## src/rtl/imsic_msi_pkg.sv

```systemverilog
// Shared types for the IMSIC MSI injector: request record, FSM states,
// the AXI request/response structs it drives, and the target address helper.
package imsic_msi_pkg;

  localparam int AXI_ADDR_W = 64;
  localparam int AXI_DATA_W = 64;
  localparam int AXI_ID_W   = 4;
  localparam int AXI_STRB_W = AXI_DATA_W / 8;

  localparam logic [AXI_ADDR_W-1:0] PAGE_SIZE   = 64'h1000;
  localparam logic [1:0]            RESP_OKAY   = 2'b00;
  localparam logic [1:0]            BURST_INCR  = 2'b01;
  localparam logic [2:0]            SIZE_4B     = 3'd2;
  localparam logic [AXI_STRB_W-1:0] STRB_LOW32  = 8'h0F;

  // Fields are generously sized; the top zero-extends its narrower ports.
  localparam int MSI_FIELD_W = 16;

  typedef struct packed {
    logic [MSI_FIELD_W-1:0] imsic;
    logic [MSI_FIELD_W-1:0] file;
    logic [MSI_FIELD_W-1:0] eiid;
  } msi_req_t;

  typedef enum logic [1:0] {
    IDLE  = 2'd0,
    WRITE = 2'd1,
    RESP  = 2'd2
  } msi_state_e;

  typedef struct packed {
    logic [AXI_ID_W-1:0]   id;
    logic [AXI_ADDR_W-1:0] addr;
    logic [7:0]            len;
    logic [2:0]            size;
    logic [1:0]            burst;
  } axi_ax_t;

  typedef struct packed {
    logic [AXI_DATA_W-1:0] data;
    logic [AXI_STRB_W-1:0] strb;
    logic                  last;
  } axi_w_t;

  typedef struct packed {
    logic [AXI_ID_W-1:0] id;
    logic [1:0]          resp;
  } axi_b_t;

  typedef struct packed {
    logic [AXI_ID_W-1:0]   id;
    logic [AXI_DATA_W-1:0] data;
    logic [1:0]            resp;
    logic                  last;
  } axi_r_t;

  typedef struct packed {
    axi_ax_t aw;
    logic    aw_valid;
    axi_w_t  w;
    logic    w_valid;
    logic    b_ready;
    axi_ax_t ar;
    logic    ar_valid;
    logic    r_ready;
  } msi_axi_req_t;

  typedef struct packed {
    logic   aw_ready;
    logic   w_ready;
    logic   b_valid;
    axi_b_t b;
    logic   ar_ready;
    logic   r_valid;
    axi_r_t r;
  } msi_axi_resp_t;

  // seteipnum_le of the target file: M files live in their own region,
  // S and VS files share one per-hart stride with one page per file.
  function automatic logic [AXI_ADDR_W-1:0] msi_addr(
    input logic [AXI_ADDR_W-1:0] m_base,
    input logic [AXI_ADDR_W-1:0] m_stride,
    input logic [AXI_ADDR_W-1:0] s_base,
    input logic [AXI_ADDR_W-1:0] s_stride,
    input logic [AXI_ADDR_W-1:0] imsic,
    input logic [AXI_ADDR_W-1:0] file
  );
    if (file == '0) begin
      return m_base + imsic * m_stride;
    end
    return s_base + imsic * s_stride + (file - 64'd1) * PAGE_SIZE;
  endfunction

endpackage

```

## src/rtl/imsic_msi_injector_fifo.sv

```systemverilog
// Request buffer: power-of-two depth circular FIFO. Full/empty come from the
// occupancy count only, so a pop never frees a slot for a push in the same cycle.
module fifo_v3 #(
  parameter int DEPTH  = 4,
  parameter int DATA_W = 8
) (
  input  logic              clk,
  input  logic              rst_n,
  input  logic              push,
  input  logic [DATA_W-1:0] data_in,
  input  logic              pop,
  output logic [DATA_W-1:0] data_out,
  output logic              full,
  output logic              empty
);

  localparam int PTR_W = $clog2(DEPTH);

  logic [DATA_W-1:0] mem [DEPTH];
  logic [PTR_W-1:0]  wr_ptr;
  logic [PTR_W-1:0]  rd_ptr;
  logic [PTR_W:0]    count;
  logic              do_push;
  logic              do_pop;

  assign full     = (count == (PTR_W + 1)'(DEPTH));
  assign empty    = (count == '0);
  assign do_push  = push && !full;
  assign do_pop   = pop && !empty;
  assign data_out = mem[rd_ptr];

  always_ff @(posedge clk) begin
    if (do_push) begin
      mem[wr_ptr] <= data_in;
    end
  end

  always_ff @(posedge clk or negedge rst_n) begin
    if (!rst_n) begin
      wr_ptr <= '0;
      rd_ptr <= '0;
      count  <= '0;
    end else begin
      if (do_push) begin
        wr_ptr <= wr_ptr + PTR_W'(1);
      end
      if (do_pop) begin
        rd_ptr <= rd_ptr + PTR_W'(1);
      end
      case ({do_push, do_pop})
        2'b10:   count <= count + (PTR_W + 1)'(1);
        2'b01:   count <= count - (PTR_W + 1)'(1);
        default: count <= count;
      endcase
    end
  end

endmodule

```

## src/rtl/imsic_msi_injector.sv

```systemverilog
// Buffered MSI injector: filters and queues {imsic, file, eiid} requests and
// turns each into a single-beat AXI write to the target file's seteipnum_le.
module imsic_msi_injector
  import imsic_msi_pkg::*;
#(
  parameter int unsigned NR_IMSICS             = 4,
  parameter int unsigned NR_VS_FILES_PER_IMSIC = 1,
  parameter int unsigned NR_INTP_FILES         = 2 + NR_VS_FILES_PER_IMSIC,
  parameter int unsigned NR_SRC                = 64,
  parameter int unsigned FIFO_DEPTH            = 4,
  parameter int unsigned AXI_ADDR_WIDTH        = 64,
  parameter int unsigned AXI_DATA_WIDTH        = 64,
  parameter int unsigned AXI_ID_WIDTH          = 4,
  parameter logic [AXI_ADDR_WIDTH-1:0] M_BASE   = 'h2400_0000,
  parameter logic [AXI_ADDR_WIDTH-1:0] M_STRIDE = 'h1000,
  parameter logic [AXI_ADDR_WIDTH-1:0] S_BASE   = 'h2800_0000,
  parameter logic [AXI_ADDR_WIDTH-1:0] S_STRIDE = 'h8000,
  parameter type axi_req_t                      = msi_axi_req_t,
  parameter type axi_resp_t                     = msi_axi_resp_t,
  parameter int unsigned CNT_W                  = 16,
  localparam int IMSIC_W = (NR_IMSICS > 1) ? $clog2(NR_IMSICS) : 1,
  localparam int FILE_W  = $clog2(NR_INTP_FILES),
  localparam int EIID_W  = $clog2(NR_SRC)
) (
  input  logic               i_clk,
  input  logic               ni_rst,
  input  logic               i_valid,
  output logic               o_ready,
  input  logic [IMSIC_W-1:0] i_imsic,
  input  logic [FILE_W-1:0]  i_file,
  input  logic [EIID_W-1:0]  i_eiid,
  output axi_req_t           o_req,
  input  axi_resp_t          i_resp,
  output logic               o_busy,
  output logic [CNT_W-1:0]   o_sent_cnt,
  output logic [CNT_W-1:0]   o_err_cnt,
  output logic [CNT_W-1:0]   o_drop_cnt
);

  logic       fifo_full;
  logic       fifo_empty;
  logic       req_ok;
  logic       accept;
  logic       push;
  logic       drop;
  logic       pop;
  msi_req_t   push_data;
  msi_req_t   pop_data;

  msi_state_e                state;
  logic                      aw_valid_q;
  logic                      w_valid_q;
  logic                      b_ready_q;
  logic [AXI_ADDR_WIDTH-1:0] addr_q;
  logic [AXI_DATA_WIDTH-1:0] data_q;
  logic [CNT_W-1:0]          sent_cnt;
  logic [CNT_W-1:0]          err_cnt;
  logic [CNT_W-1:0]          drop_cnt;
  logic                      aw_pending;
  logic                      w_pending;

  // Out-of-range requests still complete the handshake; they are only counted.
  assign req_ok = (i_eiid != '0)
               && (32'(i_eiid) < NR_SRC)
               && (32'(i_file) < NR_INTP_FILES)
               && (32'(i_imsic) < NR_IMSICS);

  assign o_ready = !fifo_full;
  assign accept  = i_valid && o_ready;
  assign push    = accept && req_ok;
  assign drop    = accept && !req_ok;
  assign pop     = (state == IDLE) && !fifo_empty;
  assign o_busy  = !fifo_empty || (state != IDLE);

  always_comb begin
    push_data       = '0;
    push_data.imsic = MSI_FIELD_W'(i_imsic);
    push_data.file  = MSI_FIELD_W'(i_file);
    push_data.eiid  = MSI_FIELD_W'(i_eiid);
  end

  fifo_v3 #(
    .DEPTH  (FIFO_DEPTH),
    .DATA_W ($bits(msi_req_t))
  ) u_fifo (
    .clk      (i_clk),
    .rst_n    (ni_rst),
    .push     (push),
    .data_in  (push_data),
    .pop      (pop),
    .data_out (pop_data),
    .full     (fifo_full),
    .empty    (fifo_empty)
  );

  // A channel is still pending if its valid is up and not taken this cycle.
  assign aw_pending = aw_valid_q && !i_resp.aw_ready;
  assign w_pending  = w_valid_q && !i_resp.w_ready;

  always_ff @(posedge i_clk or negedge ni_rst) begin
    if (!ni_rst) begin
      state      <= IDLE;
      aw_valid_q <= 1'b0;
      w_valid_q  <= 1'b0;
      b_ready_q  <= 1'b0;
      addr_q     <= '0;
      data_q     <= '0;
      sent_cnt   <= '0;
      err_cnt    <= '0;
      drop_cnt   <= '0;
    end else begin
      if (drop && (drop_cnt != '1)) begin
        drop_cnt <= drop_cnt + CNT_W'(1);
      end
      case (state)
        IDLE: begin
          if (!fifo_empty) begin
            addr_q     <= msi_addr(M_BASE, M_STRIDE, S_BASE, S_STRIDE,
                                   64'(pop_data.imsic), 64'(pop_data.file));
            data_q     <= AXI_DATA_WIDTH'(pop_data.eiid);
            aw_valid_q <= 1'b1;
            w_valid_q  <= 1'b1;
            state      <= WRITE;
          end
        end
        WRITE: begin
          if (aw_valid_q && i_resp.aw_ready) begin
            aw_valid_q <= 1'b0;
          end
          if (w_valid_q && i_resp.w_ready) begin
            w_valid_q <= 1'b0;
          end
          if (!aw_pending && !w_pending) begin
            b_ready_q <= 1'b1;
            state     <= RESP;
          end
        end
        RESP: begin
          if (i_resp.b_valid) begin
            b_ready_q <= 1'b0;
            state     <= IDLE;
            if (i_resp.b.resp == RESP_OKAY) begin
              if (sent_cnt != '1) sent_cnt <= sent_cnt + CNT_W'(1);
            end else begin
              if (err_cnt != '1) err_cnt <= err_cnt + CNT_W'(1);
            end
          end
        end
        default: state <= IDLE;
      endcase
    end
  end

  // Payload fields are gated by their valid so the bus reads all-zero when idle.
  always_comb begin
    o_req = '0;
    if (aw_valid_q) begin
      o_req.aw.id    = AXI_ID_WIDTH'(0);
      o_req.aw.addr  = addr_q;
      o_req.aw.len   = 8'd0;
      o_req.aw.size  = SIZE_4B;
      o_req.aw.burst = BURST_INCR;
    end
    o_req.aw_valid = aw_valid_q;
    if (w_valid_q) begin
      o_req.w.data = data_q;
      o_req.w.strb = STRB_LOW32;
      o_req.w.last = 1'b1;
    end
    o_req.w_valid = w_valid_q;
    o_req.b_ready = b_ready_q;
  end

  assign o_sent_cnt = sent_cnt;
  assign o_err_cnt  = err_cnt;
  assign o_drop_cnt = drop_cnt;

  logic unused_resp;
  assign unused_resp = ^{i_resp.ar_ready, i_resp.r_valid, i_resp.r, i_resp.b.id};

endmodule

```

## config.mk

```make
export PLATFORM = sky130hd
export DESIGN_NAME = imsic_msi_injector
export DESIGN_NICKNAME = d
export VERILOG_FILES = /design/src/rtl/imsic_msi_pkg.sv /design/src/rtl/imsic_msi_injector_fifo.sv /design/src/rtl/imsic_msi_injector.sv
export SDC_FILE = /design/constraint.sdc
export NUM_CORES = 1
export LEC_CHECK = 0
export BUFFER_PORTS_ARGS = -buffer_cell sky130_fd_sc_hd__buf_4
export CORE_MARGIN = 1
export CORE_UTILIZATION = 25
export DETAILED_ROUTE_END_ITERATION = 8
export HOLD_SLACK_MARGIN = 0.12
export PLACE_DENSITY = 0.51
export SYNTH_ARGS = -nofsm -noshare
export SYNTH_HDL_FRONTEND = slang
export SYNTH_SLANG_ARGS = --single-unit
```

## constraint.sdc

```tcl
create_clock -name i_clk -period 2.8 [get_ports i_clk]
set_clock_uncertainty 0.1 [all_clocks]
set_input_delay 0.42 -clock i_clk [delete_from_list [all_inputs] [get_ports i_clk]]
set_output_delay 0.42 -clock i_clk [all_outputs]
set_load 0.03 [all_outputs]
```

==> results of run 1 <==
Yosys cell counts, drive strengths merged, types with 5 or more instances:
master / count
o21ai: 8
and3: 12
nor4: 6
nand2: 48
mux2: 6
dfrtp: 78
edfxtp: 40
mux4: 10
xnor2: 31
nor3: 5
and2: 21
buf: 228
nand4: 9
nand3: 22
ha: 13
a21oi: 10
nor2: 27
inv: 17
xor2: 14
layout by cell type, fill, tap and decap left out, types with 9 or more instances in the layout:
cell       Yosys  layout
buf_4        225     108
ha_1          13      13
dfrtp_1       78      78
inv_1         17      17
nand2_1       48      48
conb_1         1     207
and2_1        21      21
clkbuf_16      0      17
a21oi_1        9       9
xnor2_1       31      31
and3_1        11      11
edfxtp_1      40      40
nand3_1       21      21
xor2_1        14      14
mux4_2        10      10
nor2_1        27      27
worst max-delay path by stage:
stage	from	endpoint	slack (ns)	cells after the start
2_1_floorplan	u_fifo.rd_ptr[0]$_DFFE_PN0P_	addr_q[16]$_DFFE_PN0P_	0.35	5
3_3_place_gp	u_fifo.count[0]$_DFFE_PN0P_	u_fifo.count[2]$_DFFE_PN0P_	0.35	10
3_5_place_dp	u_fifo.count[0]$_DFFE_PN0P_	u_fifo.count[2]$_DFFE_PN0P_	0.35	10
4_1_cts	i_eiid[1]	u_fifo.count[2]$_DFFE_PN0P_	0.27	12
5_1_grt	i_eiid[5]	u_fifo.count[2]$_DFFE_PN0P_	0.12	12
6_report	i_eiid[1]	u_fifo.count[2]$_DFFE_PN0P_	0.25	12
cell families after synthesis:
| logic type | Yosys count | share of synthesized area |
|---|---|---|
| compound gates | 36 | 0.0373 |
| buf+inv | 247 | 0.253 |
| mux | 17 | 0.0437 |
| simple gates | 165 | 0.130 |
| fa+ha+maj | 15 | 0.0289 |
| flops | 118 | 0.450 |
| xor+xnor | 45 | 0.0562 |
| other cells | 1 | 0.000535 |
sequential cells by signal, summed over array words and instances, names as in the netlist:
name           count
o_err_cnt         16
u_fifo.count       3
w_valid_q          1
b_ready_q          1
u_fifo.wr_ptr      2
data_q             6
u_fifo.rd_ptr      2
addr_q            12
o_sent_cnt        16
state              2
aw_valid_q         1
u_fifo.mem        40
o_drop_cnt        16
stage by stage:
step / cells / util / cell area, um^2
detailed placement: 1101 / 0.270 / 7370
global placement: 1101 / 0.270 / 7370
floorplan: 850 / - / 7780
finish: 1141 / 0.294 / 8000
global route: 1141 / 0.294 / 8000
CTS: 1141 / 0.294 / 8000
layer usage:
layer,track usage,vias to the layer above
met2,0.147,166
met5,0,-
met4,0.0309,0
met1,0.112,1962
li1,-,1967
met3,0.0278,11
power groups by stage:
| stage | clock, W | sequential (W) | combinational (W) |
|---|---|---|---|
| after floorplan | 0 | 0.00253 | 0.00226 |
| after global placement | 0 | 0.00253 | 0.00281 |
| after CTS | 0.00212 | 0.00251 | 0.00283 |
| after detailed placement | 0 | 0.00254 | 0.00282 |
| after global routing | 0.00220 | 0.00256 | 0.00305 |
| final | 0.00205 | 0.00249 | 0.00278 |
what timing repair did:
item,CTS,global route
hold buffers,8,0
resized for setup,0,0
setup endpoints to repair,0,0
hold endpoints to repair,56,0
cell type report:
cell class	instances	area, um^2	share of cell area
multi-input combinational	485	2850	0.357
inverter	17	63.8	0.00797
clock buffer	17	425	0.0532
sequential	118	3150	0.394
timing repair buffer	117	911	0.114
clock inverter	15	130	0.0163
tap	372	465	0.0582
==> flow_metrics.tcl, run 1 <==
set metrics [dict create \
    via_per_inst 3.60 \
    setup_violations 0 \
    first_pass_iters 6 \
    crit_buf_inv 4 \
    route.detailed.drc 0 \
    r2r_setup_slack_ns 0.34 \
    arrival_ns 2.78 \
    cts.sinks 118 \
    met3WireLength_um 705 \
    route.met2.wl_um 6420 \
    finalCriticalPeriod_ns 2.55 \
    synth_area_um2 7010 \
    route.vias.total 4106 \
    crit_path_max_incr_delay_ns 0.54 \
    critPathMaxFanout 5 \
    combPwrFrac 0.379 \
    start_util 0.257 \
    irDropWorstVdd_mv 0.394 \
    maxSlewViolCount 0 \
    grt_max_degree 33 \
    pwr-share-clk 0.280 \
    ff2ff_path_depth 10 \
    die_y_um 169 \
    insertion_delay_ns 0.41 \
    ys_types 57 \
    totalWireLength_um 12800 \
    hold-path-cell-count 1 \
    m1WireLength_um 5530 \
    slew_headroom 0.558 \
    cts_root_buf "clkbuf_16" \
    yosysTopAreaCellShare 0.279 \
    power_w 0.00732 \
    io_buffer_count 100 \
    fill_cells 2884 \
    hpwl_um 9660 \
    cpMostUsedCell "nor2_1" \
    clk_pin_slew_worst_paths_ns 0.06 \
    n_antenna_cell 0 \
    avgRoutedWirePerCell_um 11.2 \
    grt_first_pass_wirelength_um 19900 \
    min-delay-path-class "in2reg" \
    gp_congestion 0.747 \
    syn_avg_cell_area_um2 10.9 \
    ys_seq_elements 118 \
    crit_family "buffers and inverters" \
    numCtsBuffers 17 \
    dieArea_um2 28700 \
    powerDensity_nw_per_um2 915 \
    layout.nets 866 \
    synth-seq-area-share 0.450 \
    finalSetupTns_ns 0 \
    grt_pass1_vias 3756 \
    hold_violations 0 \
    max_freq_ghz 0.393 \
    ios 385 \
    yosysWarnings 0 \
    cts_setup_buffers 0 \
    grt_antenna_before_repair 0 \
    cp_cell_sequence "dlygate4sd3_1, buf_4, nor2_1, a32o_1, nor2_1, inv_1, ha_1, inv_1, fa_1, xor2_1, nor2_1, xor2_1" \
    status "complete, no violations" \
    first_iter_violations 117 \
    p_sw_w 0.00300 \
    area.growth.synth_to_final_pct 14.2 \
    rsz0062_at_grt "false" \
    grt_overflow_total 0 \
    p_sw_frac 0.410 \
    min_to "u_fifo.mem[2][2]$_DFFE_PP_" \
    start_kind "input port" \
    cts_tree "built" \
    min-delay-start "i_eiid[2]" \
    endpoint_kind "flop" \
    cap_violations 0 \
    tightest_slew_ns 0.663 \
    syn_inst 644 \
    r2r-start "u_fifo.count[0]$_DFFE_PN0P_" \
    reg2reg_to "u_fifo.count[2]$_DFFE_PN0P_" \
    synth_edf_count 40 \
    dp_slack_ns 0.349 \
    synthFlopType "dfrtp_1" \
    internal-power_w 0.00432 \
    p_leak_nw 3.78 \
    yosys.area.top_type "dfrtp_1" \
    required_ns 3.03 \
    rows 60 \
    critPathKind "in2reg" \
    htreeDepth 4 \
    yosys-top-cells-area "dfrtp_1, buf_4, edfxtp_1" \
    grtUsageTotal 0.0902 \
    cp_slowest_cell "dlygate4sd3_1" \
    seq_power_share 0.340 \
    ant_nets 0 \
    setup_ws_ns 0.255 \
    chipWidth_um 169 \
    hold_ws_ns 0.145 \
    drive_above_1_share 0.220 \
    period_share 0.909 \
    synthArstFlopShare 0.661 \
    clockBufferDepth 2 \
    top_layer "met4" \
    core_area_um2 27300 \
]
No activity file was read; power rests on OpenSTA's default activity.
==> run 2: changes to the inputs <==
--- a/config.mk
+++ b/config.mk
@@ -11,6 +11,7 @@
 export DETAILED_ROUTE_END_ITERATION = 8
 export HOLD_SLACK_MARGIN = 0.12
 export PLACE_DENSITY = 0.51
+export SLEW_MARGIN = 5
 export SYNTH_ARGS = -nofsm -noshare
 export SYNTH_HDL_FRONTEND = slang
 export SYNTH_SLANG_ARGS = --single-unit
==> constraint.sdc (replaced) <==
create_clock -name i_clk -period 3.1 [get_ports i_clk]
set_clock_uncertainty 0.1 [all_clocks]
set_input_delay 0.465 -clock i_clk [delete_from_list [all_inputs] [get_ports i_clk]]
set_output_delay 0.465 -clock i_clk [all_outputs]
set_load 0.03 [all_outputs]
==> flow_metrics.tcl, run 2 (synthesis gave the netlist of run 1 again) <==
set metrics [dict create \
    status "complete, no violations" \
    cts.sinks 118 \
    layout.nets 855 \
    critPathMaxFanout 9 \
    setup_violations 0 \
    chipWidth_um 169 \
    dp_cells 1097 \
    max_freq_ghz 0.397 \
    cts_setup_buffers 0 \
    reg2reg_to "addr_q[16]$_DFFE_PN0P_" \
    largest_register_ffs 40 \
    cp_cell_sequence "mux4_2, nor2_1, ha_1, fa_1, a22o_1" \
    totalWireLength_um 12900 \
    finalCriticalPeriod_ns 2.52 \
    io_buffer_count 100 \
    route.vias.total 4044 \
    mostFrequentLayoutCell "conb_1" \
    area.growth.synth_to_final_pct 12.9 \
    rsz0062_at_grt "false" \
    critPathKind "reg2reg" \
    clk_pin_slew_worst_paths_ns 0.07 \
    cap_violations 0 \
    cts_root_buf "clkbuf_16" \
    rows 60 \
    die_y_um 169 \
    p_leak_nw 3.74 \
    grt_antenna_before_repair 0 \
    finalSetupTns_ns 0 \
    min_to "u_fifo.mem[2][8]$_DFFE_PP_" \
    start_util 0.257 \
    dieArea_um2 28700 \
    grt_first_pass_wirelength_um 20100 \
    period_share 0.812 \
    min-delay-path-class "in2reg" \
    drive_above_1_share 0.218 \
    r2r-start "u_fifo.rd_ptr[0]$_DFFE_PN0P_" \
    grt_max_degree 38 \
    powerDensity_nw_per_um2 842 \
    min-delay-start "i_imsic[0]" \
    start_kind "flop" \
    via_per_inst 3.58 \
    hpwl_um 9690 \
    ant_nets 0 \
    maxSlewViolCount 0 \
    final_cell_mix "conb_1, buf_4, dfrtp_1" \
    grt_overflow_total 0 \
    r2r_setup_slack_ns 0.58 \
    endpoint_kind "flop" \
    grtUsageTotal 0.0907 \
    gp_congestion 0.761 \
    regMostFlops "u_fifo.mem" \
    first_iter_violations 125 \
    insertion_delay_ns 0.42 \
    required_ns 3.30 \
    arrival_ns 2.72 \
    hold_violations 0 \
    hold_ws_ns 0.150 \
    hold-path-cell-count 1 \
    finalNonFillerCells 1130 \
    n_antenna_cell 0 \
    first_pass_iters 4 \
    tightest_slew_ns 0.661 \
    htreeDepth 4 \
    ff2ff_path_depth 5 \
    fill_cells 2833 \
    core_area_um2 27300 \
    avgRoutedWirePerCell_um 11.4 \
    cts_tree "built" \
    grt_pass1_vias 3689 \
    crit_path_max_incr_delay_ns 0.68 \
    ios 385 \
    numCtsBuffers 17 \
    slew_headroom 0.559 \
    cp_slowest_cell "dfrtp_1" \
    clockBufferDepth 2 \
    route.detailed.drc 0 \
    fin_util 0.290 \
    irDropWorstVdd_mv 0.361 \
]
[run 2: changes by cell type in the layout (fill, tap and decap cells not counted)]
cell           before  now
bufinv_16           0    1
dlygate4sd3_1       8    1
inv_8               2    1
inv_6               8    9
clkinv_2            1    0
buf_12              1    0
buf_4             108  105
[run 2: area by class of cell]
cell class              count  area [um^2]  area share
flip-flops and latches    118         3150       0.399
clock buffers              17          425      0.0538
multi-input cells         485         2850       0.361
clock inverters            15          153      0.0193
repair buffers            106          798       0.101
well taps                 372          465      0.0588
inverters                  17         63.8     0.00807
[run 2: metal layers]
metal / track usage / vias up / share of wire
li1: - / 1941 / -
met1: 0.113 / 1928 / 0.43
met2: 0.147 / 163 / 0.50
met3: 0.0271 / 12 / 0.058
met4: 0.0353 / 0 / 0.013
met5: 0 / - / 0
[run 2: worst max-delay path by stage]
| stage | from | cells past startpoint | endpoint | slack (ns) |
|---|---|---|---|---|
| 4_1_cts | u_fifo.rd_ptr[0]$_DFFE_PN0P_ | 6 | addr_q[17]$_DFFE_PN0P_ | 0.53 |
| 5_1_grt | u_fifo.rd_ptr[0]$_DFFE_PN0P_ | 7 | addr_q[17]$_DFFE_PN0P_ | 0.35 |
| 2_1_floorplan | u_fifo.rd_ptr[0]$_DFFE_PN0P_ | 5 | addr_q[16]$_DFFE_PN0P_ | 0.65 |
| 3_5_place_dp | u_fifo.rd_ptr[0]$_DFFE_PN0P_ | 5 | addr_q[16]$_DFFE_PN0P_ | 0.55 |
| 6_report | u_fifo.rd_ptr[0]$_DFFE_PN0P_ | 5 | addr_q[16]$_DFFE_PN0P_ | 0.58 |
| 3_3_place_gp | u_fifo.rd_ptr[0]$_DFFE_PN0P_ | 5 | addr_q[16]$_DFFE_PN0P_ | 0.57 |
[run 2: timing repair]
action	4_1_cts	5_1_grt
hold endpoints to repair	35	0
setup endpoints to repair	0	0
gates resized for setup	0	0
hold buffers	1	0
[run 2: worst max-delay path, delay by kind of cell, from the launching register on]
family	cells	cell delay (ns)
AO/OA/AOI/OAI	1	0.20
multiplexers	1	0.63
flip-flops	1	0.68
AND/OR/NAND/NOR	1	0.17
adder cells (fa/ha/maj)	2	0.62
[run 2: report_power, final]
group	internal, W	leakage [nW]	switching, W
Clock	0.00113	0.279	0.000801
Sequential	0.00195	1.38	0.000322
Combinational	0.000865	2.07	0.00159
[run 2: metrics by stage]
step | setup WS, ns | cell area, um^2 | total power, W
floorplan | 0.653 | 7780 | 0.00433
global placement | 0.569 | 7320 | 0.00478
detailed placement | 0.552 | 7320 | 0.00480
CTS | 0.532 | 7910 | 0.00676
global route | 0.354 | 7910 | 0.00708
finish | 0.584 | 7910 | 0.00666
